**src/rtl/mul_div_unit.sv**
```systemverilog
// Iterative multiply/divide unit with HI/LO registers.
// One shift-add or restoring-subtract step per cycle on magnitudes, sign fix at the end.
module mul_div_unit #(
    parameter int WIDTH = 32
) (
    input  logic             clock,
    input  logic             reset,
    input  logic             start,
    input  logic [2:0]       op,
    input  logic [WIDTH-1:0] a,
    input  logic [WIDTH-1:0] b,
    output logic             busy,
    output logic             done,
    output logic             div_by_zero,
    output logic [WIDTH-1:0] hi,
    output logic [WIDTH-1:0] lo
);

    localparam int CW = $clog2(WIDTH + 1);

    typedef enum logic [1:0] {
        IDLE = 2'd0,
        CALC = 2'd1,
        FIX  = 2'd2
    } state_t;

    state_t           state;
    state_t           state_nxt;
    logic [CW-1:0]    cnt;
    logic             is_div_q;
    logic             neg_a_q;
    logic             neg_b_q;
    logic             b_zero_q;
    logic [WIDTH-1:0] a_q;
    logic [WIDTH-1:0] mag_a_q;
    logic [WIDTH-1:0] mag_b_q;
    logic [WIDTH-1:0] acc_hi;
    logic [WIDTH-1:0] acc_lo;

    logic             accept;
    logic             move_to;
    logic             signed_op;
    logic             in_neg_a;
    logic             in_neg_b;
    logic [WIDTH-1:0] in_mag_a;
    logic [WIDTH-1:0] in_mag_b;

    logic [WIDTH:0]     mul_sum;
    logic [WIDTH:0]     div_shift;
    logic               div_ok;
    logic [WIDTH-1:0]   div_diff;
    logic [2*WIDTH-1:0] prod_fix;
    logic [WIDTH-1:0]   quo_fix;
    logic [WIDTH-1:0]   rem_fix;

    assign accept    = start && (state == IDLE) && !op[2];
    assign move_to   = start && (state == IDLE) && op[2] && !op[1];
    assign signed_op = !op[0];
    assign in_neg_a  = signed_op && a[WIDTH-1];
    assign in_neg_b  = signed_op && b[WIDTH-1];
    assign in_mag_a  = in_neg_a ? -a : a;
    assign in_mag_b  = in_neg_b ? -b : b;

    assign busy = (state != IDLE);

    // Multiply: {acc_hi, acc_lo} is the partial product, multiplier in acc_lo.
    assign mul_sum = acc_lo[0] ? ({1'b0, acc_hi} + {1'b0, mag_a_q})
                               : {1'b0, acc_hi};

    // Divide: acc_hi is the remainder, acc_lo shifts dividend out and quotient in.
    assign div_shift = {acc_hi, acc_lo[WIDTH-1]};
    assign div_ok    = (div_shift >= {1'b0, mag_b_q});
    assign div_diff  = div_shift[WIDTH-1:0] - mag_b_q;

    assign prod_fix = (neg_a_q ^ neg_b_q) ? -{acc_hi, acc_lo} : {acc_hi, acc_lo};
    assign quo_fix  = (neg_a_q ^ neg_b_q) ? -acc_lo : acc_lo;
    assign rem_fix  = neg_a_q ? -acc_hi : acc_hi;

    always_ff @(posedge clock) begin
        if (reset) begin
            state <= IDLE;
        end else begin
            state <= state_nxt;
        end
    end

    always_comb begin
        state_nxt = state;
        case (state)
            IDLE: begin
                if (accept) begin
                    state_nxt = CALC;
                end
            end
            CALC: begin
                if (cnt == CW'(1)) begin
                    state_nxt = FIX;
                end
            end
            FIX: begin
                state_nxt = IDLE;
            end
            default: begin
                state_nxt = IDLE;
            end
        endcase
    end

    always_ff @(posedge clock) begin
        if (reset) begin
            cnt         <= '0;
            done        <= 1'b0;
            div_by_zero <= 1'b0;
            hi          <= '0;
            lo          <= '0;
            is_div_q    <= 1'b0;
            neg_a_q     <= 1'b0;
            neg_b_q     <= 1'b0;
            b_zero_q    <= 1'b0;
            a_q         <= '0;
            mag_a_q     <= '0;
            mag_b_q     <= '0;
            acc_hi      <= '0;
            acc_lo      <= '0;
        end else begin
            done <= 1'b0;
            case (state)
                IDLE: begin
                    if (accept) begin
                        is_div_q    <= op[1];
                        neg_a_q     <= in_neg_a;
                        neg_b_q     <= in_neg_b;
                        b_zero_q    <= (b == '0);
                        a_q         <= a;
                        mag_a_q     <= in_mag_a;
                        mag_b_q     <= in_mag_b;
                        acc_hi      <= '0;
                        acc_lo      <= op[1] ? in_mag_a : in_mag_b;
                        cnt         <= CW'(WIDTH);
                        div_by_zero <= 1'b0;
                    end else if (move_to) begin
                        if (op[0]) begin
                            lo <= a;
                        end else begin
                            hi <= a;
                        end
                        div_by_zero <= 1'b0;
                    end
                end
                CALC: begin
                    cnt <= cnt - CW'(1);
                    if (is_div_q) begin
                        acc_hi <= div_ok ? div_diff : div_shift[WIDTH-1:0];
                        acc_lo <= {acc_lo[WIDTH-2:0], div_ok};
                    end else begin
                        acc_hi <= mul_sum[WIDTH:1];
                        acc_lo <= {mul_sum[0], acc_lo[WIDTH-1:1]};
                    end
                end
                FIX: begin
                    done <= 1'b1;
                    if (!is_div_q) begin
                        hi <= prod_fix[2*WIDTH-1:WIDTH];
                        lo <= prod_fix[WIDTH-1:0];
                    end else if (b_zero_q) begin
                        hi          <= a_q;
                        lo          <= '1;
                        div_by_zero <= 1'b1;
                    end else begin
                        hi <= rem_fix;
                        lo <= quo_fix;
                    end
                end
                default: begin
                end
            endcase
        end
    end

endmodule

```
**config.mk**
```make
export PLATFORM = sky130hd
export DESIGN_NAME = mul_div_unit
export DESIGN_NICKNAME = d
export VERILOG_FILES = /design/src/rtl/mul_div_unit.sv
export SDC_FILE = /design/constraint.sdc
export NUM_CORES = 1
export LEC_CHECK = 0
export BUFFER_PORTS_ARGS = -buffer_cell sky130_fd_sc_hd__buf_4
export CAP_MARGIN = 5
export CORE_MARGIN = 4
export CORE_UTILIZATION = 40
export CTS_CLUSTER_SIZE = 24
export DETAILED_ROUTE_END_ITERATION = 6
export HOLD_SLACK_MARGIN = 0.1
export PLACE_DENSITY = 0.62
export REMOVE_ABC_BUFFERS = 1
export SETUP_SLACK_MARGIN = 0.3
export SYNTH_ARGS = -nofsm -noshare
export SYNTH_HDL_FRONTEND = slang
export SYNTH_SLANG_ARGS = --single-unit
```
**constraint.sdc**
```tcl
create_clock -name clock -period 3.4 [get_ports clock]
set_input_delay 0.68 -clock clock [delete_from_list [all_inputs] [get_ports clock]]
set_output_delay 0.68 -clock clock [all_outputs]
set_load 0.005 [all_outputs]
```
# ---- Word level (Yosys, flattened, before mapping)
# Index checks and enable logic that the tools add are counted.
dict set report word_totals {
  output_inout_bits 67
  reg_bits 238
  elab_cells 94
}
dict set report op_classes {
  addsub 8
  n_reduce_logical 20
  mux 37
  n_eq_ne 12
  bitwise_logic 1
  order_cmp 1
}
# op n
set ops {}
lappend ops {{2-to-1 mux 32 bit} 20}
lappend ops {{one-hot mux 32 bit (2 select lines)} 4}
lappend ops {{negation 32 bit} 4}
lappend ops {{2-to-1 mux 64 bit} 1}
lappend ops {{negation 64 bit} 1}
lappend ops {{adder 32 x 32 -> 33 bit} 1}
lappend ops {{greater-or-equal comparator 33 x 32 -> 1 bit} 1}
lappend ops {{2-to-1 mux 33 bit} 1}
lappend ops {{logical NOT 32 bit} 1}
lappend ops {{subtractor 32 bit} 1}
lappend ops {{inequality test 2 bit (second input constant)} 8}
lappend ops {{one-hot mux 6 bit (2 select lines)} 1}
lappend ops {{AND reduction 4 bit} 3}
lappend ops {{== test 6 x 1 -> 1 bit (second input constant)} 1}
lappend ops {{logical AND 1 bit} 6}
lappend ops {{2-to-1 mux 6 bit} 1}
lappend ops {{AND reduction 2 bit} 3}
lappend ops {{nonzero test 2 bit} 3}
lappend ops {{subtractor 6 x 1 -> 6 bit (second input constant)} 1}
lappend ops {{2-to-1 mux 1 bit} 5}
lappend ops {{2-to-1 mux 2 bit} 2}
lappend ops {{one-hot mux 2 bit (2 select lines)} 1}
lappend ops {{logical NOT 1 bit} 3}
lappend ops {{inequality test 3 bit (second input constant)} 1}
lappend ops {{other kinds (5)} 5}

# ---- Depth between registers and ports, before layout
# Gate-level depths: netlist of run 1.
dict set report logic_depth {
  word_depth 7
  depth_mapped 15
}

# ---- Worst setup path before layout of run 1
# OpenSTA, ideal clock, no wires.
dict set report synth_timing {
  kind {input to register}
  from {input a[4]}
  to {register acc_lo[22]}
  required_ns 3.305
  path_buffers 2
  slack_ns 0.257
  cell_stages 11
  arrival_time_ns 3.047
  setup_time_ns 0.095
  cell_sequence {buf_2 -> or4_4 -> nor4b_4 -> nand2_1 -> or3_1 -> buf_2 -> o41ai_2 -> xor2_1 -> nand2_1 -> o211ai_1 -> a221oi_1}
}
dict set report synth_between {
  elab_chain_len 5
}
# item line_no
set synth_lines {}
lappend synth_lines {{from (decl)} 10} ;# input logic [WIDTH-1:0] a,
lappend synth_lines {{negation 32 bit} 61} ;# assign in_mag_a = in_neg_a ? -a : a;
lappend synth_lines {{2-to-1 mux 32 bit} 61}
lappend synth_lines {{2-to-1 mux 32 bit} 138} ;# acc_lo <= op[1] ? in_mag_a : in_mag_b;
lappend synth_lines {{2-to-1 mux 32 bit} 129} ;# if (accept) begin
lappend synth_lines {{one-hot mux 32 bit (2 select lines)} 127} ;# case (state)
lappend synth_lines {{to (signal assigned)} 138}
lappend synth_lines {{to (signal assigned)} 154} ;# acc_lo <= {acc_lo[WIDTH-2:0], div_ok};
lappend synth_lines {{to (signal assigned)} 157} ;# acc_lo <= {mul_sum[0], acc_lo[WIDTH-1:1]};
lappend synth_lines {{to (decl)} 38} ;# logic [WIDTH-1:0] acc_lo;
# Every way passes these cells. The select of a mux whose other input is x is not followed.
# A chain may end at the register's enable or synchronous reset.

# ---- Worst setup path after layout of run 1
dict set report layout_timing {
  from {register acc_hi[0]}
  to {register acc_hi[25]}
}
dict set report layout_between {
  elab_chain_len 4
  word_cells_on_any_way 7
  cone_classes {add/sub: 2; order compare: 1; mux: 4}
}
# item line_no
set layout_lines {}
lappend layout_lines {{from (decl)} 37} ;# logic [WIDTH-1:0] acc_hi;
lappend layout_lines {{from (signal assigned)} 153} ;# acc_hi <= div_ok ? div_diff : div_shift[WIDTH-1:0];
lappend layout_lines {{from (signal assigned)} 156} ;# acc_hi <= mul_sum[WIDTH:1];
lappend layout_lines {{adder 32 x 32 -> 33 bit (tied with other cells)} 67} ;# assign mul_sum = acc_lo[0] ? ({1'b0, acc_hi} + {1'b0, mag_a_q})
lappend layout_lines {{2-to-1 mux 33 bit or 2-to-1 mux 32 bit (tied branches)} {67, 153}}
lappend layout_lines {{2-to-1 mux 32 bit (*)} 152} ;# if (is_div_q) begin
lappend layout_lines {{one-hot mux 32 bit (2 select lines) (*)} 127}
# Mark *: on every way between the ends. The rest lies on a longest branch, timed or not.

==> metrics.txt, run 1 <==
# TYPE chip_impl_metric gauge
chip_impl_metric{name="place_congestion",unit=""} 0.9919
chip_impl_metric{name="finalHoldWorstSlack",unit="ns"} 0.4103
chip_impl_metric{name="boundaryPins",unit=""} 137
chip_impl_metric{name="antenna_found_initial",unit=""} 0
chip_impl_metric{name="power.net_switching",unit="uW"} 2821
chip_impl_metric{name="postLayoutCoreUtil",unit="%"} 48.67
chip_impl_metric{name="cts.sinks",unit=""} 237
chip_impl_metric{name="power.static_leakage",unit="uW"} 0.008131
chip_impl_metric{name="max_slew_violation_count",unit=""} 0
chip_impl_info{name="critical_path_top_delay_cell",value="sky130_fd_sc_hd__fa_1"} 1
chip_impl_metric{name="clock_power_share",unit="%"} 38.8
chip_impl_metric{name="dr.pass1.iters",unit=""} 6
chip_impl_metric{name="switching_share",unit="%"} 32.40
chip_impl_metric{name="post_synth_inst_count",unit=""} 2362
chip_impl_metric{name="setup-violations-final",unit=""} 0
chip_impl_metric{name="p_total",unit="uW"} 8707
chip_impl_metric{name="finalCritPeriodShare",unit="%"} 90.66
chip_impl_metric{name="die_span_in_y",unit="um"} 217.5
chip_impl_metric{name="final_cell_area",unit="um^2"} 21060
chip_impl_metric{name="grt.overflow.total",unit=""} 0
chip_impl_metric{name="grt_max_degree",unit=""} 130
chip_impl_metric{name="num_antenna_cells",unit=""} 0
chip_impl_info{name="cp-start-kind",value="register"} 1
chip_impl_metric{name="max-vdd-ir-drop",unit="V"} 0.0003359
chip_impl_metric{name="first_global_vias",unit=""} 17276
chip_impl_metric{name="ys_seq_area_share",unit="%"} 27.03
chip_impl_info{name="dominantRegCellSynth",value="sky130_fd_sc_hd__dfxtp_1"} 1
chip_impl_metric{name="final_antenna_net_count",unit=""} 0
chip_impl_metric{name="yosys_warnings",unit=""} 0
chip_impl_metric{name="cellInternalPower",unit="uW"} 5886
chip_impl_info{name="worst_setup_path_end_kind",value="register"} 1
chip_impl_metric{name="detail_route.wl_per_cell",unit="um"} 22.42
chip_impl_info{name="run_status",value="complete, no violations"} 1
chip_impl_metric{name="critical_path.max_stage_delay",unit="ns"} 0.39
chip_impl_metric{name="netlist.area_leader.share",unit="%"} 27.03
chip_impl_metric{name="maxCapViolations",unit=""} 0
chip_impl_info{name="crit_family",value="compound AO/OA/AOI/OAI gates"} 1
chip_impl_metric{name="core-area",unit="um^2"} 43270
chip_impl_metric{name="area.growth.synth_to_final",unit="%"} 19.97
chip_impl_metric{name="fp-row-count",unit=""} 76
chip_impl_info{name="worstHoldStart",value="a[17]"} 1
chip_impl_metric{name="postSynth.asyncResetShare",unit="%"} 0
chip_impl_metric{name="tns",unit="ns"} 0
chip_impl_metric{name="power.share.sequential",unit="%"} 35.2
chip_impl_metric{name="synth_cell_types",unit=""} 83
chip_impl_info{name="rr_startpoint",value="acc_hi[0]$_SDFFE_PP0P_"} 1
chip_impl_metric{name="worst_slew_margin_relative_to_its_limit",unit="%"} 22.81
chip_impl_metric{name="max_freq",unit="MHz"} 324.4
chip_impl_info{name="synth_largest_area_cell",value="sky130_fd_sc_hd__dfxtp_1"} 1
chip_impl_metric{name="worst-path-buf-inv",unit=""} 1
chip_impl_info{name="crit_type",value="register to register"} 1
chip_impl_metric{name="floorplan.initialDensity",unit="%"} 40.57
chip_impl_info{name="ys_top_cells_by_area",value="sky130_fd_sc_hd__dfxtp_1, sky130_fd_sc_hd__a21oi_1, sky130_fd_sc_hd__nand2_1, sky130_fd_sc_hd__a211oi_1, sky130_fd_sc_hd__nor2_1"} 1
chip_impl_metric{name="power_frac_comb",unit="%"} 26.0
chip_impl_metric{name="final_hold_vio_count",unit=""} 0
chip_impl_metric{name="placedInstanceArea",unit="um^2"} 19650
chip_impl_metric{name="hold_buffers",unit=""} 0
chip_impl_metric{name="worst_endpoint_data_arrival_time",unit="ns"} 3.52
chip_impl_metric{name="overall_global_routing_usage",unit="%"} 27.65
chip_impl_metric{name="fin_nets",unit=""} 2606
chip_impl_metric{name="floorplan.die_area",unit="um^2"} 47300
chip_impl_metric{name="clock_path_buffers",unit=""} 3
chip_impl_metric{name="grt_pass1_wl",unit="um"} 104000
chip_impl_info{name="cts_tree",value="built"} 1
chip_impl_metric{name="period_minus_slack",unit="ns"} 3.083
chip_impl_metric{name="vias_per_cell",unit=""} 6.027
chip_impl_metric{name="worstPathMaxFanout",unit=""} 4
chip_impl_info{name="rsz0062_at_grt",value="true"} 1
chip_impl_metric{name="drt_iter0_markers",unit=""} 1942
chip_impl_metric{name="synth-edff-count",unit=""} 0
chip_impl_metric{name="avgSynthCellArea",unit="um^2"} 7.431
chip_impl_metric{name="port_buffers",unit=""} 136
chip_impl_metric{name="routed-via-count",unit=""} 18503
chip_impl_metric{name="number_of_clock_buffers_inserted_by_tritoncts",unit=""} 28
chip_impl_metric{name="route.final.wire_length",unit="um"} 68820
chip_impl_metric{name="finalClockSkew",unit="ns"} 0.01321
chip_impl_info{name="worst_hold_path_type",value="primary input to register"} 1
chip_impl_metric{name="number_of_synthesized_register_bits",unit=""} 237
chip_impl_metric{name="p_per_area",unit="nW/um^2"} 413.5
chip_impl_metric{name="htree_num_levels",unit=""} 1
chip_impl_metric{name="detail_route.drc_violations",unit=""} 0
chip_impl_info{name="cp-startpoint",value="acc_hi[0]$_SDFFE_PP0P_"} 1
chip_impl_info{name="timing.critical_path.cells",value="ha_2 -> inv_1 -> fa_1 -> nor2b_2 -> o2111ai_1 -> and4b_1 -> o31a_1 -> a21o_1 -> a21oi_2 -> o21ai_0 -> and4_1 -> a2111oi_2 -> o21ai_1"} 1
chip_impl_metric{name="worst_setup_hold_path_clk_slew",unit="ns"} 0.07
chip_impl_metric{name="post-dp-hpwl",unit="um"} 51180
chip_impl_metric{name="worst_pin_slew",unit="ns"} 1.154
chip_impl_metric{name="insertion_delay",unit="ns"} 0.56
chip_impl_metric{name="worst_ep_required_time",unit="ns"} 3.84
chip_impl_metric{name="die_width",unit="um"} 217.5
chip_impl_info{name="ctsRootBufferMaster",value="sky130_fd_sc_hd__clkbuf_16"} 1
chip_impl_metric{name="post_synth_instance_area",unit="um^2"} 17550
chip_impl_metric{name="drive_above_1_share",unit="%"} 17.46
[worst min-delay path, cell delays in order]
cell and delay, ns:
sky130_fd_sc_hd__buf_4 0.14, sky130_fd_sc_hd__nand2_1 0.06, sky130_fd_sc_hd__a21oi_1 0.05
[kinds of logic (layout without fill, tap and decap cells)]
| group | count (synthesis) | count (layout) | share of synthesized area (%) |
|---|---|---|---|
| xor+xnor | 193 | 193 | 9.630 |
| buf+inv | 289 | 412 | 6.358 |
| mux | 74 | 74 | 4.241 |
| compound gates | 750 | 750 | 27.83 |
| fa+ha+maj | 72 | 72 | 5.218 |
| flops | 237 | 237 | 27.03 |
| simple gates | 747 | 747 | 19.69 |
[power by group through the flow]
stage               combinational [uW]  clock, uW  sequential [uW]
floorplan                         1260          0             3120
global placement                  2100          0             3120
detailed placement                2130          0             3120
CTS                               2160       3410             3060
global route                      2440       3510             3080
finish                            2260       3380             3060
[cells in the mapped netlist (8+ instances only)]
cell type	count
sky130_fd_sc_hd__a221oi_1	12
sky130_fd_sc_hd__o221ai_1	47
sky130_fd_sc_hd__or4_1	13
sky130_fd_sc_hd__or3_1	13
sky130_fd_sc_hd__nor2_1	242
sky130_fd_sc_hd__mux2i_1	71
sky130_fd_sc_hd__o211ai_1	27
sky130_fd_sc_hd__dfxtp_1	237
sky130_fd_sc_hd__a2111oi_0	9
sky130_fd_sc_hd__and2_1	10
sky130_fd_sc_hd__ha_1	70
sky130_fd_sc_hd__buf_2	13
sky130_fd_sc_hd__a21o_1	20
sky130_fd_sc_hd__nand2_1	283
sky130_fd_sc_hd__a22o_1	9
sky130_fd_sc_hd__and3_1	8
sky130_fd_sc_hd__xor2_1	93
sky130_fd_sc_hd__nor2b_1	13
sky130_fd_sc_hd__a21oi_1	232
sky130_fd_sc_hd__inv_1	79
sky130_fd_sc_hd__o31ai_1	18
sky130_fd_sc_hd__or2_2	8
sky130_fd_sc_hd__nand3_1	25
sky130_fd_sc_hd__o22ai_1	11
sky130_fd_sc_hd__o21ai_0	132
sky130_fd_sc_hd__nor3_1	42
sky130_fd_sc_hd__o41ai_1	8
sky130_fd_sc_hd__xnor2_1	100
sky130_fd_sc_hd__a311oi_1	8
sky130_fd_sc_hd__a31oi_1	17
sky130_fd_sc_hd__nor4_1	22
sky130_fd_sc_hd__a22oi_1	10
sky130_fd_sc_hd__o21bai_1	8
sky130_fd_sc_hd__buf_1	17
sky130_fd_sc_hd__clkbuf_1	173
sky130_fd_sc_hd__nand2b_1	20
sky130_fd_sc_hd__a211oi_1	134
sky130_fd_sc_hd__nand4_1	14
[cell usage in the layout, fill, tap and decap left out, types with 27 or more instances in the layout]
cell / Yosys / final
sky130_fd_sc_hd__a211oi_1: 134 / 127
sky130_fd_sc_hd__a21oi_1: 232 / 227
sky130_fd_sc_hd__buf_4: 2 / 271
sky130_fd_sc_hd__clkbuf_16: 0 / 29
sky130_fd_sc_hd__dfxtp_1: 237 / 230
sky130_fd_sc_hd__ha_1: 70 / 60
sky130_fd_sc_hd__inv_1: 79 / 78
sky130_fd_sc_hd__mux2i_1: 71 / 71
sky130_fd_sc_hd__nand2_1: 283 / 282
sky130_fd_sc_hd__nor2_1: 242 / 238
sky130_fd_sc_hd__nor3_1: 42 / 41
sky130_fd_sc_hd__o211ai_1: 27 / 27
sky130_fd_sc_hd__o21ai_0: 132 / 121
sky130_fd_sc_hd__o221ai_1: 47 / 47
sky130_fd_sc_hd__xnor2_1: 100 / 99
sky130_fd_sc_hd__xor2_1: 93 / 92
[flip-flops by register name, indices dropped and copies added (netlist names)]
name,cells
a_q,32
hi,32
lo,32
state,2
acc_lo,32
mag_b_q,32
div_by_zero,1
is_div_q,1
mag_a_q,31
done,1
b_zero_q,1
neg_b_q,1
acc_hi,32
cnt,6
neg_a_q,1
[worst paths after layout]
check | to | slack (ns) | cells past startpoint
worst min register to register | hi[23]$_SDFFE_PP0P_ | 0.44 | 2
worst max register to register | acc_hi[25]$_SDFFE_PP0P_ | 0.32 | 13
worst min-delay path | a_q[17]$_SDFFE_PP0P_ | 0.41 | 3
worst max-delay path | acc_hi[25]$_SDFFE_PP0P_ | 0.32 | 13
[timing repair]
action | 4_1_cts | 5_1_grt
setup buffers | 1 | 6
setup endpoints to repair | 23 | 46
resized for setup | 19 | 68
pin swaps | 4 | 25
[per-layer routing]
| layer | vias up | part of all wire, % | track usage (%) |
|---|---|---|---|
| met4 | 0 | 3.0 | 8.650 |
| met1 | 8788 | 45 | 40.48 |
| met2 | 908 | 44 | 42.64 |
| met3 | 114 | 8.4 | 3.093 |
| li1 | 8693 | - | - |
| met5 | - | 0 | 0 |
[through the flow]
step / instances / setup WS (ns)
after CTS: 3064 / 0.2391
after floorplan: 2156 / -4.222
after detailed placement: 3012 / -0.2425
after global routing: 3070 / 0.1961
final: 3070 / 0.3175
after global placement: 3012 / -0.2407
[cell type report]
class                           instances  area (um^2)
Fill cell                            4231        22210
Clock buffer                           42        874.6
Multi-Input combinational cell       1836        12060
Tap cell                              585        732.0
Inverter                               83        311.5
Timing Repair Buffer                  278         2166
Sequential cell                       237         4758
Clock inverter                          9        156.4
No activity file was read; power rests on OpenSTA's default activity.
==> run 2, diff against run 1 <==
--- a/config.mk
+++ b/config.mk
@@ -5,7 +5,7 @@
 export SDC_FILE = /design/constraint.sdc
 export NUM_CORES = 1
 export LEC_CHECK = 0
-export BUFFER_PORTS_ARGS = -buffer_cell sky130_fd_sc_hd__buf_4
+export BUFFER_PORTS_ARGS = -buffer_cell sky130_fd_sc_hd__buf_2
 export CAP_MARGIN = 5
 export CORE_MARGIN = 4
 export CORE_UTILIZATION = 40
==> run 2 against run 1 <==
Sequential share of layout area grew 0.11 points. Combinational power grew 2%. Final area fell by 0.37%. Cell count rose by 0.81%. Non-clock buffer count grew 25. Die area stayed put. Via count increased by 0.84%. Fmax rose by 0.47%. Clock power is 6.8% lower. Sequential cell count did not move. Clock skew decreased by 0.0032 ns. Largest cell class unchanged. Largest power group unchanged.
==> metrics.txt, run 2 (synthesized netlist as in run 1, its figures left out) <==
# TYPE chip_impl_metric gauge
chip_impl_metric{name="worst_slew_margin_relative_to_its_limit",unit="%"} 23.38
chip_impl_metric{name="power_frac_comb",unit="%"} 27.1
chip_impl_metric{name="antenna_found_initial",unit=""} 2
chip_impl_metric{name="max_slew_violation_count",unit=""} 0
chip_impl_info{name="rr_startpoint",value="acc_lo[27]$_SDFFE_PP0P_"} 1
chip_impl_metric{name="boundaryPins",unit=""} 137
chip_impl_metric{name="floorplan.initialDensity",unit="%"} 40.57
chip_impl_info{name="commonest_non_fill_non_tap_cell_in_the_layout",value="sky130_fd_sc_hd__nand2_1"} 1
chip_impl_metric{name="detail_route.drc_violations",unit=""} 0
chip_impl_info{name="worst_hold_path_type",value="primary input to register"} 1
chip_impl_metric{name="holdPathStages",unit=""} 3
chip_impl_metric{name="finalClockSkew",unit="ns"} 0.009980
chip_impl_metric{name="first_global_vias",unit=""} 17499
chip_impl_metric{name="max_freq",unit="MHz"} 325.9
chip_impl_metric{name="fin_nets",unit=""} 2630
chip_impl_metric{name="worst_setup_hold_path_clk_slew",unit="ns"} 0.06
chip_impl_metric{name="p_total",unit="uW"} 8522
chip_impl_metric{name="cellInternalPower",unit="uW"} 5690
chip_impl_metric{name="power.static_leakage",unit="uW"} 0.008192
chip_impl_metric{name="power.net_switching",unit="uW"} 2832
chip_impl_metric{name="placed_cells",unit=""} 3028
chip_impl_metric{name="die_width",unit="um"} 217.5
chip_impl_metric{name="area.growth.synth_to_final",unit="%"} 19.53
chip_impl_info{name="crit_end",value="hi[31]$_SDFFE_PP0P_"} 1
chip_impl_metric{name="worstPathMaxFanout",unit=""} 8
chip_impl_metric{name="place_congestion",unit=""} 0.9498
chip_impl_metric{name="dr.pass1.iters",unit=""} 6
chip_impl_metric{name="final_antenna_net_count",unit=""} 0
chip_impl_metric{name="fp-row-count",unit=""} 76
chip_impl_metric{name="grt_pass1_wl",unit="um"} 104400
chip_impl_metric{name="setup-violations-final",unit=""} 0
chip_impl_info{name="run_status",value="complete, no violations"} 1
chip_impl_info{name="cp-start-kind",value="register"} 1
chip_impl_metric{name="post-dp-hpwl",unit="um"} 51170
chip_impl_metric{name="die_span_in_y",unit="um"} 217.5
chip_impl_metric{name="p_per_area",unit="nW/um^2"} 406.2
chip_impl_metric{name="final_hold_vio_count",unit=""} 0
chip_impl_metric{name="htree_num_levels",unit=""} 1
chip_impl_metric{name="detail_route.wl_per_cell",unit="um"} 22.20
chip_impl_metric{name="overall_global_routing_usage",unit="%"} 27.71
chip_impl_info{name="cts_tree",value="built"} 1
chip_impl_metric{name="finalCritPeriodShare",unit="%"} 90.23
chip_impl_metric{name="clock_power_share",unit="%"} 36.9
chip_impl_metric{name="number_of_clock_buffers_inserted_by_tritoncts",unit=""} 27
chip_impl_info{name="r2r_end",value="hi[31]$_SDFFE_PP0P_"} 1
chip_impl_metric{name="clock_path_buffers",unit=""} 3
chip_impl_info{name="cp-startpoint",value="acc_lo[27]$_SDFFE_PP0P_"} 1
chip_impl_metric{name="worst_endpoint_data_arrival_time",unit="ns"} 3.48
chip_impl_metric{name="switching_share",unit="%"} 33.23
chip_impl_metric{name="period_minus_slack",unit="ns"} 3.068
chip_impl_metric{name="grt.overflow.total",unit=""} 0
chip_impl_metric{name="power.share.sequential",unit="%"} 35.9
chip_impl_metric{name="max-vdd-ir-drop",unit="V"} 0.0003141
chip_impl_metric{name="insertion_delay",unit="ns"} 0.56
chip_impl_metric{name="worst_pin_slew",unit="ns"} 1.145
chip_impl_metric{name="floorplan.die_area",unit="um^2"} 47300
chip_impl_metric{name="core-area",unit="um^2"} 43270
chip_impl_metric{name="rr_worst_depth",unit=""} 9
chip_impl_metric{name="route.final.wire_length",unit="um"} 68700
chip_impl_metric{name="maxCapViolations",unit=""} 0
chip_impl_info{name="worst_setup_path_end_kind",value="register"} 1
chip_impl_metric{name="port_buffers",unit=""} 136
chip_impl_info{name="most_frequent_cells_in_the_layout",value="sky130_fd_sc_hd__nand2_1, sky130_fd_sc_hd__nor2_1, sky130_fd_sc_hd__dfxtp_1, sky130_fd_sc_hd__a21oi_1, sky130_fd_sc_hd__buf_4"} 1
chip_impl_metric{name="cts.sinks",unit=""} 237
chip_impl_metric{name="worst_ep_required_time",unit="ns"} 3.81
chip_impl_metric{name="vias_per_cell",unit=""} 6.028
chip_impl_info{name="crit_type",value="register to register"} 1
chip_impl_info{name="ctsRootBufferMaster",value="sky130_fd_sc_hd__clkbuf_16"} 1
chip_impl_metric{name="drive_above_1_share",unit="%"} 19.02
chip_impl_metric{name="drt_iter0_markers",unit=""} 2168
chip_impl_metric{name="routed-via-count",unit=""} 18658
chip_impl_metric{name="grt_max_degree",unit=""} 144
chip_impl_metric{name="final_cells",unit=""} 3095
chip_impl_metric{name="setup.reg_to_reg.worst_slack",unit="ns"} 0.33
chip_impl_info{name="rsz0062_at_grt",value="true"} 1
-- run 2: power groups by stage --
stage / Combinational [uW] / Sequential, uW / Clock (uW)
after global placement: 2100 / 3110 / 0
final: 2310 / 3060 / 3150
after global routing: 2490 / 3080 / 3290
after detailed placement: 2110 / 3120 / 0
after floorplan: 1260 / 3120 / 0
after CTS: 2150 / 3060 / 3180
-- run 2: timing repair --
item                       4_1_cts  5_1_grt
hold buffers                     0        0
buffers inserted                 2       14
pin swaps                        6       35
setup endpoints to repair       34       46
resized for setup               24       97
gates cloned                     0        0
-- run 2: worst min-delay path by stage --
stage | start | to | slack, ns
3_3_place_gp | hi[23]$_SDFFE_PP0P_ | hi[23]$_SDFFE_PP0P_ | 0.43
4_1_cts | a[3] | a_q[3]$_SDFFE_PP0P_ | 0.41
2_1_floorplan | a_q[17]$_SDFFE_PP0P_ | a_q[17]$_SDFFE_PP0P_ | 0.43
5_1_grt | a[3] | a_q[3]$_SDFFE_PP0P_ | 0.43
6_report | a[3] | a_q[3]$_SDFFE_PP0P_ | 0.43
3_5_place_dp | hi[23]$_SDFFE_PP0P_ | hi[23]$_SDFFE_PP0P_ | 0.44
-- run 2: routing by layer --
layer	up-vias	wire, um	GRT usage (%)	share of wire [%]
met5	-	0	0	0
met4	0	2599	10.13	3.8
met3	146	6204	3.567	9.0
met1	8810	30080	39.90	44
li1	8759	-	-	-
met2	943	29810	42.46	43
-- run 2: area by class of cell --
cell class / count / area (um^2)
Multi-Input combinational cell: 1836 / 12190
Timing Repair Buffer: 303 / 2027
Sequential cell: 237 / 4763
Inverter: 83 / 315.3
Fill cell: 4232 / 22290
Tap cell: 585 / 732.0
Clock buffer: 34 / 752.0
Antenna cell: 2 / 5.005
Clock inverter: 15 / 192.7
-- run 2: per-stage QoR --
stage	setup WS, ns	cell area, um^2	util [%]	hold WS [ns]	TNS [ns]
after floorplan	-4.222	16750	-	0.4252	-332.34
after global placement	-0.2433	19430	44.92	0.4287	-0.2719
after detailed placement	-0.1815	19430	44.92	0.4362	-0.3147
after CTS	0.2687	20490	47.36	0.4086	0
after global routing	0.2338	20980	48.48	0.4314	0
final	0.3320	20980	48.49	0.4273	0
-- run 2: critical path, cell delays in order, from the launching register on --
cell	delay (ns)
sky130_fd_sc_hd__dfxtp_1	0.42
sky130_fd_sc_hd__nor4_1	0.61
sky130_fd_sc_hd__and2_0	0.57
sky130_fd_sc_hd__o211ai_2	0.27
sky130_fd_sc_hd__nor2_1	0.20
sky130_fd_sc_hd__nor2_2	0.11
sky130_fd_sc_hd__a21oi_2	0.16
sky130_fd_sc_hd__mux2_2	0.36
sky130_fd_sc_hd__o22ai_2	0.13
sky130_fd_sc_hd__a31oi_1	0.10
==> run 3, diff against run 2 <==
--- a/config.mk
+++ b/config.mk
@@ -7,12 +7,12 @@
 export LEC_CHECK = 0
 export BUFFER_PORTS_ARGS = -buffer_cell sky130_fd_sc_hd__buf_2
 export CAP_MARGIN = 5
-export CORE_MARGIN = 4
-export CORE_UTILIZATION = 40
+export CORE_MARGIN = 1
+export CORE_UTILIZATION = 55
 export CTS_CLUSTER_SIZE = 24
 export DETAILED_ROUTE_END_ITERATION = 6
 export HOLD_SLACK_MARGIN = 0.1
-export PLACE_DENSITY = 0.62
+export PLACE_DENSITY = 0.79
 export REMOVE_ABC_BUFFERS = 1
 export SETUP_SLACK_MARGIN = 0.3
 export SYNTH_ARGS = -nofsm -noshare
==> run 3 against run 2 <==
Total power fell by 1.1%. Critical path depth grew 6. First-iteration DRC count rose by 9.4%. Utilization is 17 points higher. Fmax fell by 1.3%. Hold slack better by 0.0032 ns. Die area decreased by 31%. Worst setup slack lost 0.042 ns. Combinational power up 2%. Clock-buffer cell count is 4 higher. Sequential share of layout area up 0.30 points. Routed wire length down 1.7%. Largest cell class unchanged. Largest power group is now sequential cells. Highest routed layer unchanged.
==> metrics.txt, run 3 (synthesized netlist as in run 1, its figures left out) <==
# TYPE chip_impl_metric gauge
chip_impl_metric{name="grt.overflow.total",unit=""} 0
chip_impl_metric{name="max_freq",unit="MHz"} 321.6
chip_impl_metric{name="floorplan.die_area",unit="um^2"} 32630
chip_impl_metric{name="cts.sinks",unit=""} 237
chip_impl_metric{name="area.growth.synth_to_final",unit="%"} 18.25
chip_impl_metric{name="setup_ws",unit="ns"} 0.2903
chip_impl_metric{name="grt_pass1_wl",unit="um"} 101800
chip_impl_info{name="ctsRootBufferMaster",value="sky130_fd_sc_hd__clkbuf_16"} 1
chip_impl_info{name="run_status",value="complete, no violations"} 1
chip_impl_info{name="worst_setup_path_end_kind",value="register"} 1
chip_impl_info{name="rr_startpoint",value="acc_lo[31]$_SDFFE_PP0P_"} 1
chip_impl_info{name="most_frequent_cells_in_the_layout",value="sky130_fd_sc_hd__nand2_1, sky130_fd_sc_hd__nor2_1, sky130_fd_sc_hd__a21oi_1, sky130_fd_sc_hd__dfxtp_1, sky130_fd_sc_hd__buf_4"} 1
chip_impl_info{name="cts_tree",value="built"} 1
chip_impl_metric{name="finalCritPeriodShare",unit="%"} 91.46
chip_impl_metric{name="htree_num_levels",unit=""} 1
chip_impl_metric{name="route.final.wire_length",unit="um"} 67530
chip_impl_metric{name="port_buffers",unit=""} 136
chip_impl_metric{name="tns",unit="ns"} 0
chip_impl_metric{name="fin_nets",unit=""} 2629
chip_impl_info{name="cp-start-kind",value="register"} 1
chip_impl_metric{name="first_global_vias",unit=""} 17488
chip_impl_metric{name="worstPathMaxFanout",unit=""} 3
chip_impl_metric{name="grt_max_degree",unit=""} 130
chip_impl_metric{name="die_width",unit="um"} 180.6
chip_impl_metric{name="rr_worst_depth",unit=""} 15
chip_impl_info{name="r2r_end",value="acc_hi[28]$_SDFFE_PP0P_"} 1
chip_impl_metric{name="finalClockSkew",unit="ns"} 0.01677
chip_impl_metric{name="routed-via-count",unit=""} 19056
chip_impl_metric{name="insertion_delay",unit="ns"} 0.57
chip_impl_metric{name="final_antenna_net_count",unit=""} 0
chip_impl_metric{name="worst_slack_after_detailed_placement",unit="ns"} 0.06337
chip_impl_metric{name="setup.reg_to_reg.worst_slack",unit="ns"} 0.29
chip_impl_metric{name="area_used_by_multi_input_combinational_logic",unit="um^2"} 12220
chip_impl_metric{name="place_congestion",unit=""} 1.000
chip_impl_metric{name="worst_ep_required_time",unit="ns"} 3.85
chip_impl_metric{name="holdPathStages",unit=""} 3
chip_impl_metric{name="detail_route.wl_per_cell",unit="um"} 23.21
chip_impl_metric{name="detail_route.drc_violations",unit=""} 0
chip_impl_metric{name="period_minus_slack",unit="ns"} 3.110
chip_impl_metric{name="number_of_clock_buffers_inserted_by_tritoncts",unit=""} 27
chip_impl_metric{name="drive_above_1_share",unit="%"} 19.11
chip_impl_metric{name="worst_endpoint_data_arrival_time",unit="ns"} 3.56
chip_impl_metric{name="hold_buffers",unit=""} 0
chip_impl_metric{name="max-vdd-ir-drop",unit="V"} 0.0004441
chip_impl_metric{name="num_antenna_cells",unit=""} 0
chip_impl_metric{name="vias_per_cell",unit=""} 6.551
chip_impl_metric{name="dr.pass1.iters",unit=""} 6
chip_impl_metric{name="layout.area.seq",unit="um^2"} 4775
chip_impl_metric{name="p_per_area",unit="nW/um^2"} 406.1
chip_impl_metric{name="clock_path_buffers",unit=""} 3
chip_impl_info{name="rsz0062_at_grt",value="true"} 1
chip_impl_metric{name="boundaryPins",unit=""} 137
chip_impl_info{name="commonest_non_fill_non_tap_cell_in_the_layout",value="sky130_fd_sc_hd__nand2_1"} 1
chip_impl_metric{name="setup-violations-final",unit=""} 0
chip_impl_metric{name="max_slew_violation_count",unit=""} 0
chip_impl_metric{name="power.static_leakage",unit="uW"} 0.008170
chip_impl_metric{name="layout.filler_cells",unit=""} 2701
chip_impl_metric{name="die_span_in_y",unit="um"} 180.6
chip_impl_info{name="worst_hold_path_type",value="primary input to register"} 1
chip_impl_metric{name="worst_setup_hold_path_clk_slew",unit="ns"} 0.06
chip_impl_metric{name="floorplan.initialDensity",unit="%"} 55.77
chip_impl_info{name="crit_type",value="register to register"} 1
chip_impl_metric{name="final_hold_vio_count",unit=""} 0
chip_impl_metric{name="drt_iter0_markers",unit=""} 2372
chip_impl_metric{name="worst_pin_slew",unit="ns"} 1.094
chip_impl_info{name="min_delay_worst_endpoint",value="a_q[16]$_SDFFE_PP0P_"} 1
chip_impl_metric{name="antenna_found_initial",unit=""} 1
chip_impl_metric{name="fp-row-count",unit=""} 65
chip_impl_metric{name="overall_global_routing_usage",unit="%"} 39.68
chip_impl_metric{name="maxCapViolations",unit=""} 0
chip_impl_metric{name="worst_slew_margin_relative_to_its_limit",unit="%"} 26.77
chip_impl_metric{name="post-dp-hpwl",unit="um"} 49130
chip_impl_info{name="worstHoldStart",value="a[16]"} 1
chip_impl_metric{name="core-area",unit="um^2"} 31470
-- run 3: changes by cell type in the layout (fill, tap and decap cells not counted), moves of 4 or more --
cell                         delta
sky130_fd_sc_hd__clkinvlp_4     -4
sky130_fd_sc_hd__a2111oi_0      +4
sky130_fd_sc_hd__o21ai_1        -7
sky130_fd_sc_hd__a2111oi_2      -4
sky130_fd_sc_hd__dfxtp_1        -5
sky130_fd_sc_hd__o21ai_0        +8
sky130_fd_sc_hd__ha_4           +4
-- run 3: how the worst max path moves through the flow --
stage	end	cells past startpoint	start
2_1_floorplan	acc_hi[14]$_SDFFE_PP0P_	6	start
3_3_place_gp	acc_lo[30]$_SDFFE_PP0P_	11	a[4]
3_5_place_dp	acc_lo[22]$_SDFFE_PP0P_	10	a[4]
4_1_cts	acc_hi[23]$_SDFFE_PP0P_	12	acc_hi[0]$_SDFFE_PP0P_
5_1_grt	acc_hi[28]$_SDFFE_PP0P_	13	mag_b_q[12]$_SDFFE_PP0P_
6_report	acc_hi[28]$_SDFFE_PP0P_	15	acc_lo[31]$_SDFFE_PP0P_
-- run 3: area by class of cell --
| type | count | share of cell area, % |
|---|---|---|
| Clock buffer | 38 | 3.743 |
| Clock inverter | 11 | 0.5365 |
| Sequential cell | 237 | 23.00 |
| Inverter | 83 | 1.513 |
| Timing Repair Buffer | 302 | 9.898 |
| Multi-Input combinational cell | 1836 | 58.89 |
| Tap cell | 402 | 2.423 |
-- run 3: critical path: stages, from the launching register on --
cell,delay (ns)
sky130_fd_sc_hd__dfxtp_2,0.33
sky130_fd_sc_hd__inv_4,0.07
sky130_fd_sc_hd__ha_4,0.13
sky130_fd_sc_hd__inv_2,0.04
sky130_fd_sc_hd__fa_2,0.36
sky130_fd_sc_hd__a21o_1,0.22
sky130_fd_sc_hd__a221oi_2,0.30
sky130_fd_sc_hd__or4_4,0.21
sky130_fd_sc_hd__a21oi_4,0.06
sky130_fd_sc_hd__a221oi_2,0.31
sky130_fd_sc_hd__buf_4,0.17
sky130_fd_sc_hd__o21ai_2,0.05
sky130_fd_sc_hd__a21o_1,0.18
sky130_fd_sc_hd__xnor2_2,0.18
sky130_fd_sc_hd__a311oi_2,0.12
sky130_fd_sc_hd__a22o_1,0.26
-- run 3: per-layer routing --
layer / global-route usage (%) / share of wire (%) / vias to the layer above
li1: - / - / 8723
met1: 55.96 / 42 / 8974
met2: 58.95 / 42 / 1169
met3: 8.064 / 12 / 190
met4: 15.35 / 4.0 / 0
met5: 0 / 0 / -
-- run 3: report_power, final --
| group | internal [uW] | switching (uW) |
|---|---|---|
| combinational | 922 | 1440 |
| clock | 1740 | 1270 |
| sequential | 2920 | 136 |
| total | 5580 | 2850 |
-- run 3: stage by stage --
stage               area (um^2)  utilization, %  hold WS (ns)  total power [uW]  cells
global route              20760           65.95        0.4335              8705   2909
global placement          19150           60.85        0.4351              5169   2838
CTS                       20160           64.05        0.4167              8177   2892
floorplan                 16750               -        0.4252              4378   2156
finish                    20760           65.95        0.4305              8429   2909
detailed placement        19150           60.85        0.4434              5201   2838
-- run 3: repair_timing --
action | in CTS | in global routing
pin swaps | 10 | 31
cloned | 0 | 1
setup buffers | 5 | 16
gates resized for setup | 22 | 95
setup endpoints to repair | 16 | 45
